**src/rtl/spi_reg_pkg.sv**
```systemverilog
// Shared types and constants for the SPI register-access controller.
package spi_reg_pkg;

    localparam int unsigned ADDR_W     = 7;
    localparam int unsigned DATA_W     = 8;
    localparam int unsigned CNT_W      = 8;
    localparam int unsigned CMD_RD_BIT = 7;

    // Byte presented to the shifter whenever no read data is pending.
    localparam logic [DATA_W-1:0] IDLE_TX = 8'hA5;

    typedef enum logic [2:0] {
        IDLE,
        CMD,
        WRITE,
        RD_FETCH,
        READ
    } state_t;

    // Register addresses wrap modulo 2**ADDR_W.
    function automatic logic [ADDR_W-1:0] addr_inc(input logic [ADDR_W-1:0] a);
        return a + ADDR_W'(1);
    endfunction

endpackage

```
**src/rtl/spi_reg_ctrl_if.sv**
```systemverilog
// Byte-interface and register-bus signals of the SPI register controller.
interface spi_reg_ctrl_if;
    import spi_reg_pkg::*;

    logic                  SS;
    logic                  rxValid;
    logic [DATA_W-1:0]     rx;
    logic [DATA_W-1:0]     tx;
    logic [ADDR_W-1:0]     reg_addr;
    logic [DATA_W-1:0]     reg_wdata;
    logic                  reg_we;
    logic                  reg_re;
    logic [DATA_W-1:0]     reg_rdata;
    logic                  frame_active;
    logic [CNT_W-1:0]      frame_bytes;

    // Controller side: owns the register bus and the tx byte.
    modport master (
        input  SS,
        input  rxValid,
        input  rx,
        input  reg_rdata,
        output tx,
        output reg_addr,
        output reg_wdata,
        output reg_we,
        output reg_re,
        output frame_active,
        output frame_bytes
    );

    // Environment side: byte interface plus register bank.
    modport slave (
        output SS,
        output rxValid,
        output rx,
        output reg_rdata,
        input  tx,
        input  reg_addr,
        input  reg_wdata,
        input  reg_we,
        input  reg_re,
        input  frame_active,
        input  frame_bytes
    );

endinterface

```
**src/rtl/spi_sync2.sv**
```systemverilog
// Two-flop synchronizer for a level crossing into the system clock domain.
// Resets to 1 so an idle (high) slave select is seen from the start.
module spi_sync2 (
    input  logic i_clk,
    input  logic i_rst,
    input  logic i_d,
    output logic o_q
);

    logic r_meta;
    logic r_sync;

    // Metastability filter: two back-to-back flops.
    always_ff @(posedge i_clk or posedge i_rst) begin
        if (i_rst) begin
            r_meta <= 1'b1;
            r_sync <= 1'b1;
        end else begin
            r_meta <= i_d;
            r_sync <= r_meta;
        end
    end

    assign o_q = r_sync;

endmodule

```
**src/rtl/spi_reg_ctrl.sv**
```systemverilog
// SPI register-access controller: frames the byte stream by slave select,
// decodes the command byte and drives an auto-incrementing register bus.
module spi_reg_ctrl
    import spi_reg_pkg::*;
(
    input  logic           sysClk,
    input  logic           usrReset,
    spi_reg_ctrl_if.master bus
);

    logic                  w_ss_s;
    logic                  w_cmd_rd;
    logic [ADDR_W-1:0]     w_cmd_addr;
    logic                  w_frame_start;

    state_t                r_state;
    state_t                w_state_nxt;
    logic [ADDR_W-1:0]     r_addr;
    logic [ADDR_W-1:0]     w_addr_nxt;
    logic [DATA_W-1:0]     r_tx;
    logic [DATA_W-1:0]     w_tx_nxt;
    logic [ADDR_W-1:0]     r_reg_addr;
    logic [ADDR_W-1:0]     w_reg_addr_nxt;
    logic [DATA_W-1:0]     r_reg_wdata;
    logic [DATA_W-1:0]     w_reg_wdata_nxt;
    logic                  r_reg_we;
    logic                  w_reg_we_nxt;
    logic                  r_reg_re;
    logic                  w_reg_re_nxt;
    logic                  r_frame_active;
    logic [CNT_W-1:0]      r_frame_bytes;
    logic [CNT_W-1:0]      w_frame_bytes_nxt;

    spi_sync2 u_ss_sync (
        .i_clk (sysClk),
        .i_rst (usrReset),
        .i_d   (bus.SS),
        .o_q   (w_ss_s)
    );

    assign w_cmd_rd      = bus.rx[CMD_RD_BIT];
    assign w_cmd_addr    = bus.rx[ADDR_W-1:0];
    assign w_frame_start = (r_state == IDLE) && !w_ss_s;

    // State register.
    always_ff @(posedge sysClk or posedge usrReset) begin
        if (usrReset) begin
            r_state <= IDLE;
        end else begin
            r_state <= w_state_nxt;
        end
    end

    // Next state, address counter and bus strobes.
    // A byte arriving in the cycle slave select rises is still processed;
    // the forced return to IDLE below only overrides the next state.
    always_comb begin
        w_state_nxt     = r_state;
        w_addr_nxt      = r_addr;
        w_tx_nxt        = r_tx;
        w_reg_addr_nxt  = r_reg_addr;
        w_reg_wdata_nxt = r_reg_wdata;
        w_reg_we_nxt    = 1'b0;
        w_reg_re_nxt    = 1'b0;

        case (r_state)
            IDLE: begin
                if (!w_ss_s) begin
                    w_state_nxt = CMD;
                end
            end
            CMD: begin
                if (bus.rxValid) begin
                    w_addr_nxt = w_cmd_addr;
                    if (w_cmd_rd) begin
                        w_reg_addr_nxt = w_cmd_addr;
                        w_reg_re_nxt   = 1'b1;
                        w_state_nxt    = RD_FETCH;
                    end else begin
                        w_state_nxt    = WRITE;
                    end
                end
            end
            WRITE: begin
                if (bus.rxValid) begin
                    w_reg_addr_nxt  = r_addr;
                    w_reg_wdata_nxt = bus.rx;
                    w_reg_we_nxt    = 1'b1;
                    w_addr_nxt      = addr_inc(r_addr);
                end
            end
            RD_FETCH: begin
                // Read data is valid the cycle after the strobe has dropped.
                if (!r_reg_re) begin
                    w_tx_nxt    = bus.reg_rdata;
                    w_state_nxt = READ;
                end
            end
            READ: begin
                if (bus.rxValid) begin
                    w_addr_nxt     = addr_inc(r_addr);
                    w_reg_addr_nxt = addr_inc(r_addr);
                    w_reg_re_nxt   = 1'b1;
                    w_state_nxt    = RD_FETCH;
                end
            end
            default: begin
                w_state_nxt = IDLE;
            end
        endcase

        if ((r_state != IDLE) && w_ss_s) begin
            w_state_nxt = IDLE;
        end

        // Only a completed fetch may put data on tx; everything else idles.
        if ((w_state_nxt == IDLE) || (w_state_nxt == CMD) || (w_state_nxt == WRITE)) begin
            w_tx_nxt = IDLE_TX;
        end
    end

    // Frame byte counter: cleared at frame start, saturating at all-ones.
    always_comb begin
        w_frame_bytes_nxt = r_frame_bytes;
        if (w_frame_start) begin
            w_frame_bytes_nxt = '0;
        end else if (bus.rxValid && !w_ss_s && (r_frame_bytes != '1)) begin
            w_frame_bytes_nxt = r_frame_bytes + CNT_W'(1);
        end
    end

    // Output and datapath registers.
    always_ff @(posedge sysClk or posedge usrReset) begin
        if (usrReset) begin
            r_addr         <= '0;
            r_tx           <= IDLE_TX;
            r_reg_addr     <= '0;
            r_reg_wdata    <= '0;
            r_reg_we       <= 1'b0;
            r_reg_re       <= 1'b0;
            r_frame_active <= 1'b0;
            r_frame_bytes  <= '0;
        end else begin
            r_addr         <= w_addr_nxt;
            r_tx           <= w_tx_nxt;
            r_reg_addr     <= w_reg_addr_nxt;
            r_reg_wdata    <= w_reg_wdata_nxt;
            r_reg_we       <= w_reg_we_nxt;
            r_reg_re       <= w_reg_re_nxt;
            r_frame_active <= !w_ss_s;
            r_frame_bytes  <= w_frame_bytes_nxt;
        end
    end

    assign bus.tx           = r_tx;
    assign bus.reg_addr     = r_reg_addr;
    assign bus.reg_wdata    = r_reg_wdata;
    assign bus.reg_we       = r_reg_we;
    assign bus.reg_re       = r_reg_re;
    assign bus.frame_active = r_frame_active;
    assign bus.frame_bytes  = r_frame_bytes;

endmodule

```
**src/flat_wrapper.sv**
```systemverilog
// flat-port wrapper written by rule: the top's interface ports become plain ports
module spi_reg_ctrl_flat import spi_reg_pkg::*;
  (sysClk, usrReset, bus_SS, bus_rxValid, bus_rx, bus_reg_rdata, bus_tx, bus_reg_addr, bus_reg_wdata, bus_reg_we, bus_reg_re, bus_frame_active, bus_frame_bytes);
  spi_reg_ctrl_if bus_i ();
  input  logic sysClk;
  input  logic usrReset;
  input wire logic [$bits(bus_i.SS)-1:0] bus_SS;
  input wire logic [$bits(bus_i.rxValid)-1:0] bus_rxValid;
  input wire logic [$bits(bus_i.rx)-1:0] bus_rx;
  input wire logic [$bits(bus_i.reg_rdata)-1:0] bus_reg_rdata;
  output wire logic [$bits(bus_i.tx)-1:0] bus_tx;
  output wire logic [$bits(bus_i.reg_addr)-1:0] bus_reg_addr;
  output wire logic [$bits(bus_i.reg_wdata)-1:0] bus_reg_wdata;
  output wire logic [$bits(bus_i.reg_we)-1:0] bus_reg_we;
  output wire logic [$bits(bus_i.reg_re)-1:0] bus_reg_re;
  output wire logic [$bits(bus_i.frame_active)-1:0] bus_frame_active;
  output wire logic [$bits(bus_i.frame_bytes)-1:0] bus_frame_bytes;
  assign bus_i.SS = bus_SS;
  assign bus_i.rxValid = bus_rxValid;
  assign bus_i.rx = bus_rx;
  assign bus_i.reg_rdata = bus_reg_rdata;
  assign bus_tx = bus_i.tx;
  assign bus_reg_addr = bus_i.reg_addr;
  assign bus_reg_wdata = bus_i.reg_wdata;
  assign bus_reg_we = bus_i.reg_we;
  assign bus_reg_re = bus_i.reg_re;
  assign bus_frame_active = bus_i.frame_active;
  assign bus_frame_bytes = bus_i.frame_bytes;
  spi_reg_ctrl u_core (.sysClk(sysClk), .usrReset(usrReset), .bus(bus_i));
endmodule
```
**config.mk**
```make
export PLATFORM = sky130hd
export DESIGN_NAME = spi_reg_ctrl_flat
export DESIGN_NICKNAME = d
export VERILOG_FILES = /design/src/rtl/spi_reg_pkg.sv /design/src/rtl/spi_reg_ctrl_if.sv /design/src/rtl/spi_sync2.sv /design/src/rtl/spi_reg_ctrl.sv /design/src/flat_wrapper.sv
export SDC_FILE = /design/constraint.sdc
export NUM_CORES = 1
export LEC_CHECK = 0
export ABC_AREA = 1
export CAP_MARGIN = 0
export CORE_MARGIN = 4
export CORE_UTILIZATION = 25
export CTS_CLUSTER_DIAMETER = 30
export DETAILED_ROUTE_END_ITERATION = 6
export PLACE_DENSITY = 0.53
export SETUP_SLACK_MARGIN = 0.3
export SLEW_MARGIN = 10
export SYNTH_ARGS = -nofsm -noshare
export SYNTH_HDL_FRONTEND = slang
export SYNTH_SLANG_ARGS = --single-unit
```
**constraint.sdc**
```tcl
create_clock -name sysClk -period 2.1 [get_ports sysClk]
set_clock_uncertainty 0.1 [all_clocks]
set_input_delay 0.525 -clock sysClk [delete_from_list [all_inputs] [get_ports sysClk]]
set_output_delay 0.525 -clock sysClk [all_outputs]
set_load 0.02 [all_outputs]
```
==> summary.md, run 1 <==
| Metric | Value |
|---|---|
| Final Instance Area | between 3000 and 4000 um2 |
| DRC violations left | 0 |
| Crit end category | primary output |
| Period minus WS final | 1.758 ns |
| First-pass GRT wire length | 9.867 mm |
| Ports | 54 |
| Post-synth net total | 302 |
| Final ANT Viol Nets | 0 |
| Worst-Skew Late Latency | 0.29 ns |
| Fin crit share | 0.8373 |
| Synth top area share | 0.4073 |
| Clock slew at reported path FFs | 0.08 ns |
| Core area | 9415 um2 |
| Avg WL per Cell | 12.08 um |
| Final net count | between 300 and 400 |
| Rows | 35 |
| Post-synth top cells | 82 x nand2_1, 40 x dfrtp_1, 31 x inv_1 |
| Syn Inst Count | 280 |
| Drt pass-1 iters | 4 |
| CTS Sinks | 46 |
| Detailed Place HPWL | 4.397 mm |
| RSZ-0062 raised after global routing | no |
| Dominant cell type by area after synthesis | dfrtp_1 |
| Post-CTS Setup Inserts | 0 |
| Cell with the most instances after synthesis | nand2_1 |
| PortBufs | 53 |
| Max cap viols | 0 |
| Vias in the first global route | approximately 2100 |
| Initial core utilization | 0.2610 |
| Die H | 107.1 um |
| Yosys reg bits | 46 |
| Critical path buffer and inverter count | 1 |
| Total CTS buffers | 5 |
| Post-synth EDFFs | 0 |
| Arrival time worst endpoint | 1.13 ns |
| Fraction of registers with async set/reset | 1.000 |
| Setup CP Type | reg2out |
| Fillers | around 1000 |
| Share of cells above drive strength 1 | 0.1930 |
| Clk buf depth | 2 |
| Setup-failing EPs final | 0 |
| Register area share after synthesis | 0.4715 |
| Initial DRC count | 89 |
| FMAX | 568.7 MHz |
| Ys Warns | 0 |
| Synth unique cells | 34 |
| Critical Path, Cell by Cell | clkdlybuf4s15_1 |
| Worst-Margin Slew | just over 0.4 ns |
| Total power | 3.532 mW |
| TNS Setup | 0 ns |
| Worst-path maximum fanout | 2 |
| Max VDD drop | 0.3792 mV |
| Die area | about 11000 um2 |
| CTS root buffer | clkbuf_8 |
| Largest net degree at the start of global routing | 24 |
| Antenna Cells | 0 |
| Initial antenna violation count | 0 |
| PD cells | 1106 nW/um2 |
| Final hold viol count | 0 |
| Slowest CP cell | dfstp_2 |
| Placed cell areas | 3157 um2 |
| Static Leak | ~1.6 nW |
| Gp weighted congestion | between 0.7 and 0.8 |
| Hold Path Class | reg2reg |
| Slew margin rel. | 0.7227 |
| Syn avg cell area | 8.776 um2 |
| Area delta synth->final | 29.99% |
| CP Data Required Time | ~1.5 ns |
| CP delay by family, top | flip-flops |
| Grt ovf | 0 |
| Via-per-instance ratio | 4.255 |
| CTS tree | yes |
| Mapped Area | 2457 um2 |
| Top_reg_cell synth | dfrtp_1 |
| Total Routed Length | 5.690 mm |
| Total track usage | 0.1057 |
| Post_cts resized | 37 |
| Smallest hold slack | 0.2592 ns |
| Via count | 2004 |
| Synth area leaders | dfrtp_1 41%, nand2_1 13%, dfstp_2 6.4% |
| Status | completed |
| Die X | 107.1 um |
| Hold_buf cts | 0 |
| Max H-tree Level | 2 |
| Startpoint types | register |
| Max Slew Vio Count | 0 |
| CP max stage delay | between 0.5 and 0.6 ns |
==> through the flow <==
stage	setup slack (ns)	instances	util
6_report	0.3417	471	0.3393
5_1_grt	0.3031	471	0.3393
3_5_place_dp	0.01725	463	0.3353
2_1_floorplan	0.3972	280	-
3_3_place_gp	0.06483	463	0.3353
4_1_cts	0.2890	471	0.3397
==> report_power, final <==
| group | internal [mW] | switching, mW | leakage (nW) |
|---|---|---|---|
| Combinational | 0.636 | 1.00 | 0.978 |
| Clock | 0.237 | 0.290 | 0.0395 |
| Sequential | 1.15 | 0.223 | 0.574 |
==> worst paths after layout <==
kind	cells past startpoint	slack [ns]	from	endpoint
worst max-delay path	1	0.34	u_core.bus.tx[7]	bus_tx[7]
worst min-delay path	0	0.26	u_core.u_ss_sync.r_meta	u_core.u_ss_sync.o_q
worst max register to register	5	0.51	u_core.r_addr[0]	u_core.bus.reg_addr[6]
worst min register to register	0	0.26	u_core.u_ss_sync.r_meta	u_core.u_ss_sync.o_q
max in group asynchronous	3	1.00	usrReset	u_core.bus.reg_addr[5]
min in group asynchronous	2	0.45	usrReset	u_core.r_state[0]
==> cells by family (layout without fill, tap and decap cells) <==
logic type / after synthesis / count (layout) / share of synthesized area
muxes: 12 / 12 / 0.05296
DFF: 46 / 46 / 0.4715
xor gates and xnor gates: 4 / 4 / 0.01426
and+or+nand+nor: 141 / 141 / 0.2841
AOI/OAI and AO/OA: 35 / 35 / 0.09216
buffers and inverters: 40 / 102 / 0.07484
adders and majority gates: 2 / 2 / 0.01018
==> flip-flops by register name, summed over array words and instances (netlist names) <==
name	flops
u_core.bus.reg_addr	7
u_core.bus.reg_we	1
u_core.bus.tx	8
u_core.r_state	3
u_core.bus.frame_active	1
u_core.r_addr	7
u_core.u_ss_sync.o_q	1
u_core.bus.reg_re	1
u_core.bus.frame_bytes	8
u_core.bus.reg_wdata	8
u_core.u_ss_sync.r_meta	1
==> per-layer routing <==
layer	vias to the layer above	GRT usage	part of all wire
met5	-	0	0
met4	0	0.03562	0.010
met1	925	0.1394	0.46
met3	6	0.02408	0.046
met2	48	0.1702	0.48
li1	1025	-	-
==> cell usage in the layout (no fill, tap or decap), types with 2 or more instances in the layout <==
master / count
clkdlybuf4s15_1: 2
o21ai_2: 6
dfstp_2: 6
clkbuf_1: 3
mux2_2: 8
nor2_1: 11
nand4_1: 6
inv_1: 29
nor2_4: 2
buf_4: 5
inv_2: 5
clkdlybuf4s50_1: 18
a21oi_2: 2
dfrtp_1: 40
nand2_2: 7
nand2_4: 5
xnor2_1: 3
nand2_1: 82
nand2_8: 2
a21oi_1: 8
o21ai_1: 6
mux2i_1: 4
o211ai_1: 4
o21ai_0: 6
nand3_2: 2
dlygate4sd2_1: 30
clkbuf_2: 2
clkbuf_8: 5
nand3_1: 19
nor2_2: 4
==> area by class of cell <==
| cell class | instances | area [um2] | area share |
|---|---|---|---|
| Multi-Input combinational cell | 194 | 1117 | 0.3498 |
| Timing Repair Buffer | 59 | 543.0 | 0.1700 |
| Sequential cell | 46 | 1159 | 0.3627 |
| Clock buffer | 8 | 80.08 | 0.02507 |
| Inverter | 35 | 133.9 | 0.04191 |
| Tap cell | 129 | 161.4 | 0.05053 |
Note: power is estimated with default switching activity, not from simulation.
==> run 2: changes to the inputs <==
--- a/config.mk
+++ b/config.mk
@@ -11,7 +11,7 @@
 export CORE_UTILIZATION = 25
 export CTS_CLUSTER_DIAMETER = 30
 export DETAILED_ROUTE_END_ITERATION = 6
-export PLACE_DENSITY = 0.53
+export PLACE_DENSITY = 0.55
 export SETUP_SLACK_MARGIN = 0.3
 export SLEW_MARGIN = 10
 export SYNTH_ARGS = -nofsm -noshare
==> constraint.sdc (replaced) <==
create_clock -name sysClk -period 1.5 [get_ports sysClk]
set_clock_uncertainty 0.1 [all_clocks]
set_input_delay 0.375 -clock sysClk [delete_from_list [all_inputs] [get_ports sysClk]]
set_output_delay 0.375 -clock sysClk [all_outputs]
set_load 0.02 [all_outputs]
==> summary.md, run 2 (synthesis results as in run 1) <==
| Metric | Value |
|---|---|
| Status | finished, violations left |
| Failing checks | setup timing |
| Fin crit share | 1.021 |
| PortBufs | 53 (unchanged) |
| Slew margin rel. | 0.8321 (+0.1094) |
| Vias in the first global route | 2268 (+9.3%) |
| Hold Path Class | in2async |
| Final net count | 411 (+13%) |
| RSZ-0062 raised after global routing | yes |
| Startpoint types | register |
| Clk buf depth | 2 (unchanged) |
| Total power | 6.449 mW (+83%) |
| Antenna Cells | 0 (unchanged) |
| Max VDD drop | 0.5466 mV (+44%) |
| Reg area | 1165 um2 (+0.54%) |
| First-pass GRT wire length | 10.47 mm (+6.2%) |
| Placed cell areas | 3363 um2 (+6.5%) |
| Fillers | 905 (-9.7%) |
| Rows | 35 (unchanged) |
| DRC violations left | 0 (unchanged) |
| Arrival time worst endpoint | 1.61 ns (+0.48 ns) |
| Final ANT Viol Nets | 0 (unchanged) |
| Clock slew at reported path FFs | 0.09 ns (about the same) |
| Max Slew Vio Count | 0 (unchanged) |
| Initial antenna violation count | 0 (unchanged) |
| Setup-failing EPs final | 7 (+7) |
| Drt pass-1 iters | 4 (unchanged) |
| Final core utilization | 0.4250 (+0.08571) |
| Multi-input gate area | 1356 um2 (+21%) |
| Hold_buf cts | 0 (unchanged) |
| Via count | 2255 (+13%) |
| Period minus WS final | around 1.5 ns |
| Max H-tree Level | 2 (unchanged) |
| Final Instance Area | 4001 um2 (+25%) |
| Total track usage | 0.1126 (+0.006905) |
| Largest net degree at the start of global routing | 21 (-13%) |
| CTS Sinks | 46 (unchanged) |
| Detailed Place HPWL | 4.455 mm (+1.3%) |
| Avg WL per Cell | 12.37 um (+2.4%) |
| Die X | 107.1 um (unchanged) |
| Grt ovf | 0 (unchanged) |
| Post-place setup slack | -0.3715 ns (-0.3888 ns) |
| Gp weighted congestion | 0.8287 (+4.5%) |
| Crit end category | register |
| Die H | 107.1 um (unchanged) |
| Max cap viols | 0 (unchanged) |
| Commonest non-fill, non-tap cell in the layout | nand2_1 |
| Setup CP Type | reg2reg |
| Total CTS buffers | 5 (unchanged) |
| Initial DRC count | 57 (-36%) |
| Most frequent cells in the layout | 59 x nand2_1, 47 x buf_6, 38 x buf_4 |
| Via-per-instance ratio | 4.345 (+2.1%) |
| Worst-Margin Slew | 0.2509 ns (-0.1645 ns) |
| Ports | 54 (unchanged) |
| CTS root buffer | clkbuf_8 |
| FMAX | about 650 MHz |
| Worst-path maximum fanout | 8 (+6) |
| Final hold viol count | 0 (unchanged) |
| Area delta synth->final | 62.83% |
| Static Leak | 1.882 nW (+18%) |
| Initial core utilization | 0.2610 (unchanged) |
| PD cells | 1612 nW/um2 (+46%) |
| Core area | 9415 um2 (unchanged) |
| Share of cells above drive strength 1 | 0.5026 (+0.3096) |
| CTS tree | yes |
| DP Cell Count | 481 (+3.9%) |
| Die area | 11480 um2 (unchanged) |
| CP Data Required Time | 1.58 ns (+0.11 ns) |
| Final WS setup | -0.03207 ns (-0.3738 ns) |
| Total Routed Length | 6.419 mm (+13%) |
| Non-filler cells in the finished layout | 519 (+10%) |
| Worst-Skew Late Latency | 0.29 ns (about the same) |
run 2: cell count changes in the layout (fill, tap and decap cells not counted), moves of 18 or more:
cell / delta
buf_4: +33
buf_6: +47
dlygate4sd2_1: -29
nand2_1: -23
nand2_2: +18
run 2: area by class of cell:
cell class / count / area share
repair buffers: 106 / 0.2608
inverters: 35 / 0.04128
clock buffers: 8 / 0.02752
well taps: 129 / 0.04034
flip-flops and latches: 46 / 0.2911
multi-input cells: 195 / 0.3390
run 2: power by group:
part / total, mW / internal [mW] / switching [mW]
Clock: 0.884 / 0.466 / 0.418
Sequential: 1.96 / 1.62 / 0.339
Combinational: 3.61 / 1.76 / 1.85
Total: 6.45 / 3.84 / 2.60
run 2: worst paths after layout:
path | cells after the start | to | start | slack [ns]
max | 8 | u_core.bus.reg_addr[6] | u_core.r_state[0] | -0.03
min | 2 | u_core.bus.frame_bytes[3] | usrReset | 0.26
max reg2reg | 8 | u_core.bus.reg_addr[6] | u_core.r_state[0] | -0.03
min reg2reg | 0 | u_core.u_ss_sync.o_q | u_core.u_ss_sync.r_meta | 0.26
max in group asynchronous | 3 | u_core.bus.tx[5] | usrReset | 0.59
min in group sysClk | 0 | u_core.u_ss_sync.o_q | u_core.u_ss_sync.r_meta | 0.26
run 2: routing by layer:
layer | GRT usage | wire (um) | vias to the layer above
met5 | 0 | 0 | -
met4 | 0.02374 | 25 | 0
met3 | 0.02950 | 252 | 2
met2 | 0.1926 | 3370 | 48
met1 | 0.1424 | 2769 | 1081
li1 | - | - | 1124
run 2: worst max-delay path, cell delays in order (launching register included):
cell	delay, ns
dfrtp_2	0.48
nor2_4	0.18
nand2_4	0.11
nand2_8	0.11
nand2_4	0.07
nand2_8	0.11
nand2_8	0.10
nor2_4	0.11
a21oi_2	0.05
run 2: what timing repair did:
| action | 4_1_cts | 5_1_grt |
|---|---|---|
| endpoints found under the hold margin | 0 | 0 |
| resized for setup | 229 | 54 |
| pin swaps | 8 | 26 |
| cloned | 1 | 1 |
| setup endpoints to repair | 75 | 76 |
| setup buffers | 16 | 12 |
run 2: stage by stage:
step                      hold slack (ns)   TNS (ns)
final                              0.2591   -0.07941
after global routing               0.2689     -1.817
after CTS                          0.2604  -0.002201
after detailed placement           0.2468     -12.31
after global placement             0.2474     -11.63
after floorplan                    0.2452          0
==> run 3: changes to the inputs <==
--- a/config.mk
+++ b/config.mk
@@ -7,11 +7,14 @@
 export LEC_CHECK = 0
 export ABC_AREA = 1
 export CAP_MARGIN = 0
+export CELL_PAD_IN_SITES_DETAIL_PLACEMENT = 2
+export CELL_PAD_IN_SITES_GLOBAL_PLACEMENT = 2
 export CORE_MARGIN = 4
 export CORE_UTILIZATION = 25
 export CTS_CLUSTER_DIAMETER = 30
 export DETAILED_ROUTE_END_ITERATION = 6
-export PLACE_DENSITY = 0.55
+export HOLD_SLACK_MARGIN = 0.12
+export PLACE_DENSITY = 0.79
 export SETUP_SLACK_MARGIN = 0.3
 export SLEW_MARGIN = 10
 export SYNTH_ARGS = -nofsm -noshare
==> summary.md, run 3 (synthesis results as in run 1) <==
| Metric | Value |
|---|---|
| Status | finished, violations left |
| Failing checks | setup timing |
| CTS Sinks | 46 (unchanged) |
| FMAX | 642.7 MHz (-1.5%) |
| RR Endpoint | u_core.bus.frame_bytes[4] |
| Fillers | 985 (+8.8%) |
| PortBufs | 53 (unchanged) |
| Final Instance Area | 4158 um2 (+3.9%) |
| Commonest non-fill, non-tap cell in the layout | nand2_1 |
| Switch share | 0.4168 (+0.01289) |
| Worst-path maximum fanout | 7 (-1) |
| CP max stage delay | 0.44 ns (-0.04 ns) |
| Part of the power in registers | 0.288 (-0.015) |
| Final WS setup | -0.05595 ns (-0.02387 ns) |
| Die X | 107.1 um (unchanged) |
| Total CTS buffers | 5 (unchanged) |
| Slew margin rel. | 0.7932 (-0.03890) |
| Worst-Margin Slew | 0.3081 ns (+0.05721 ns) |
| Antenna Cells | 0 (unchanged) |
| Detailed Place HPWL | 5.699 mm (+28%) |
| Fin crit share | 1.037 (+0.01592) |
| Initial core utilization | 0.2610 (unchanged) |
| P_sw | 2.916 mW (+12%) |
| Total track usage | 0.1537 (+0.04118) |
| Combinational cell fraction of total power | 0.596 (+0.036) |
| Final net count | 423 (+2.9%) |
| Arrival time worst endpoint | 1.69 ns (+0.08 ns) |
| Via-per-instance ratio | 4.531 (+4.3%) |
| Largest net degree at the start of global routing | 25 (+19%) |
| Initial antenna violation count | 0 (unchanged) |
| Vias in the first global route | 2668 (+18%) |
| Setup CP Type | reg2reg |
| Worst-Skew Late Latency | 0.30 ns (about the same) |
| Critical path buffer and inverter count | 1 (+1) |
| Max cap viols | 0 (unchanged) |
| Placed cell areas | 3411 um2 (+1.4%) |
| Critical Path, Cell by Cell | ha_4 > nand3_4 > nor2_4 > nand3_2 > nand2_4 > inv_8 > nand2_2 > nand2_2 > nor2_1 |
| Static Leak | 1.976 nW (+5.0%) |
| Cells on worst reg2reg path | 9 (+1) |
| Gp weighted congestion | 0.7851 (-5.3%) |
| First-pass GRT wire length | 13.91 mm (+33%) |
| Most frequent cells in the layout | 59 x nand2_1, 49 x buf_4, 47 x buf_6 |
| Total Routed Length | 8.927 mm (+39%) |
| Startpoint types | register |
| Core area | 9415 um2 (unchanged) |
| Area delta synth->final | 69.20% |
| Die H | 107.1 um (unchanged) |
| Max Slew Vio Count | 0 (unchanged) |
| Ports | 54 (unchanged) |
| Via count | 2406 (+6.7%) |
| CP Data Required Time | 1.63 ns (+0.05 ns) |
| Final hold viol count | 0 (unchanged) |
| Reg-to-reg startpoint | u_core.bus.frame_bytes[1] |
| Hold Path Class | in2async |
| FF-to-FF setup slack | -0.06 ns (-0.02 ns) |
| Setup-failing EPs final | 14 (+7) |
| Max VDD drop | 0.5181 mV (-5.2%) |
| Share of cells above drive strength 1 | 0.5323 (+0.02977) |
| CP delay by family, top | simple AND/OR/NAND/NOR gates |
| Hold_buf cts | 0 (unchanged) |
| Int Pwr | 4.081 mW (+6.2%) |
| CTS root buffer | clkbuf_8 |
| CP dominant cell by count | nand2_2 |
| PD cells | 1683 nW/um2 (+4.4%) |
| Crit end category | register |
| RSZ-0062 raised after global routing | yes |
| Avg WL per Cell | 16.81 um (+36%) |
| Clk network pwr share | 0.115 (-0.022) |
| Grt ovf | 0 (unchanged) |
| Die area | 11480 um2 (unchanged) |
| Clock slew at reported path FFs | 0.09 ns (about the same) |
| CTS tree | yes |
| Drt pass-1 iters | 4 (unchanged) |
| Total power | 6.997 mW (+8.5%) |
| Initial DRC count | 55 (-3.5%) |
| Period minus WS final | 1.556 ns (+0.02387 ns) |
| Max H-tree Level | 2 (unchanged) |
| Final ANT Viol Nets | 0 (unchanged) |
| Slowest CP cell | dfrtp_2 |
| Rows | 35 (unchanged) |
| Clk buf depth | 2 (unchanged) |
| DRC violations left | 0 (unchanged) |
[run 3: cell types whose count changed in the layout (fill, tap and decap cells not counted), sizes merged]
| cell | change |
|---|---|
| buf | +13 |
| nor2 | -1 |
| clkbuf | -1 |
| clkinv | +1 |
[run 3: stage by stage]
step	utilization	hold slack (ns)	cells	setup slack, ns	TNS [ns]
6_report	0.4416	0.2579	531	-0.05595	-0.2365
5_1_grt	0.4416	0.2724	531	-0.1126	-2.048
4_1_cts	0.4140	0.2628	514	-0.02179	-0.1573
3_5_place_dp	0.3623	0.2522	484	-0.3750	-13.21
3_3_place_gp	0.3623	0.2453	484	-0.3086	-11.28
2_1_floorplan	-	0.2452	280	0.05546	0
[run 3: power by group through the flow]
| stage | Sequential, mW | Clock [mW] | Combinational (mW) |
|---|---|---|---|
| CTS | 1.98 | 0.851 | 3.62 |
| global route | 2.07 | 0.907 | 4.49 |
| detailed placement | 1.97 | 0 | 2.89 |
| global placement | 1.95 | 0 | 2.78 |
| floorplan | 2.20 | 0 | 1.49 |
| finish | 2.02 | 0.808 | 4.17 |
[run 3: worst max-delay path by stage]
stage	slack, ns	end	start	cells after the start
finish	-0.06	u_core.bus.frame_bytes[4]	u_core.bus.frame_bytes[1]	9
global route	-0.11	u_core.bus.frame_bytes[4]	u_core.bus.frame_bytes[1]	9
CTS	-0.02	u_core.bus.frame_bytes[5]	u_core.r_state[0]	8
detailed placement	-0.37	u_core.bus.tx[7]	bus_rxValid	9
global placement	-0.31	u_core.bus.tx[2]	bus_rxValid	9
floorplan	0.06	u_core.bus.frame_bytes[7]	u_core.bus.frame_bytes[1]	9
[run 3: timing repair]
action	in CTS	in global routing
resized for setup	264	36
pin swaps	14	17
buffers inserted	21	17
gates cloned	1	0
endpoints found under the setup margin	75	76
[run 3: layout make-up]
cell class	count	area (um2)	share of cell area
clock inverters	1	5.005	0.001204
inverters	35	160.2	0.03852
clock buffers	7	86.33	0.02076
repair buffers	119	1166	0.2805
well taps	129	161.4	0.03882
flip-flops and latches	46	1166	0.2805
multi-input cells	194	1413	0.3398
[run 3: per-layer routing]
layer  wire, um  track usage  up-vias
met5          0            0        -
met4        142      0.03653        0
met3        218      0.02529       11
met2       5080       0.3007       42
met1       3485       0.1705     1206
li1           -            -     1147
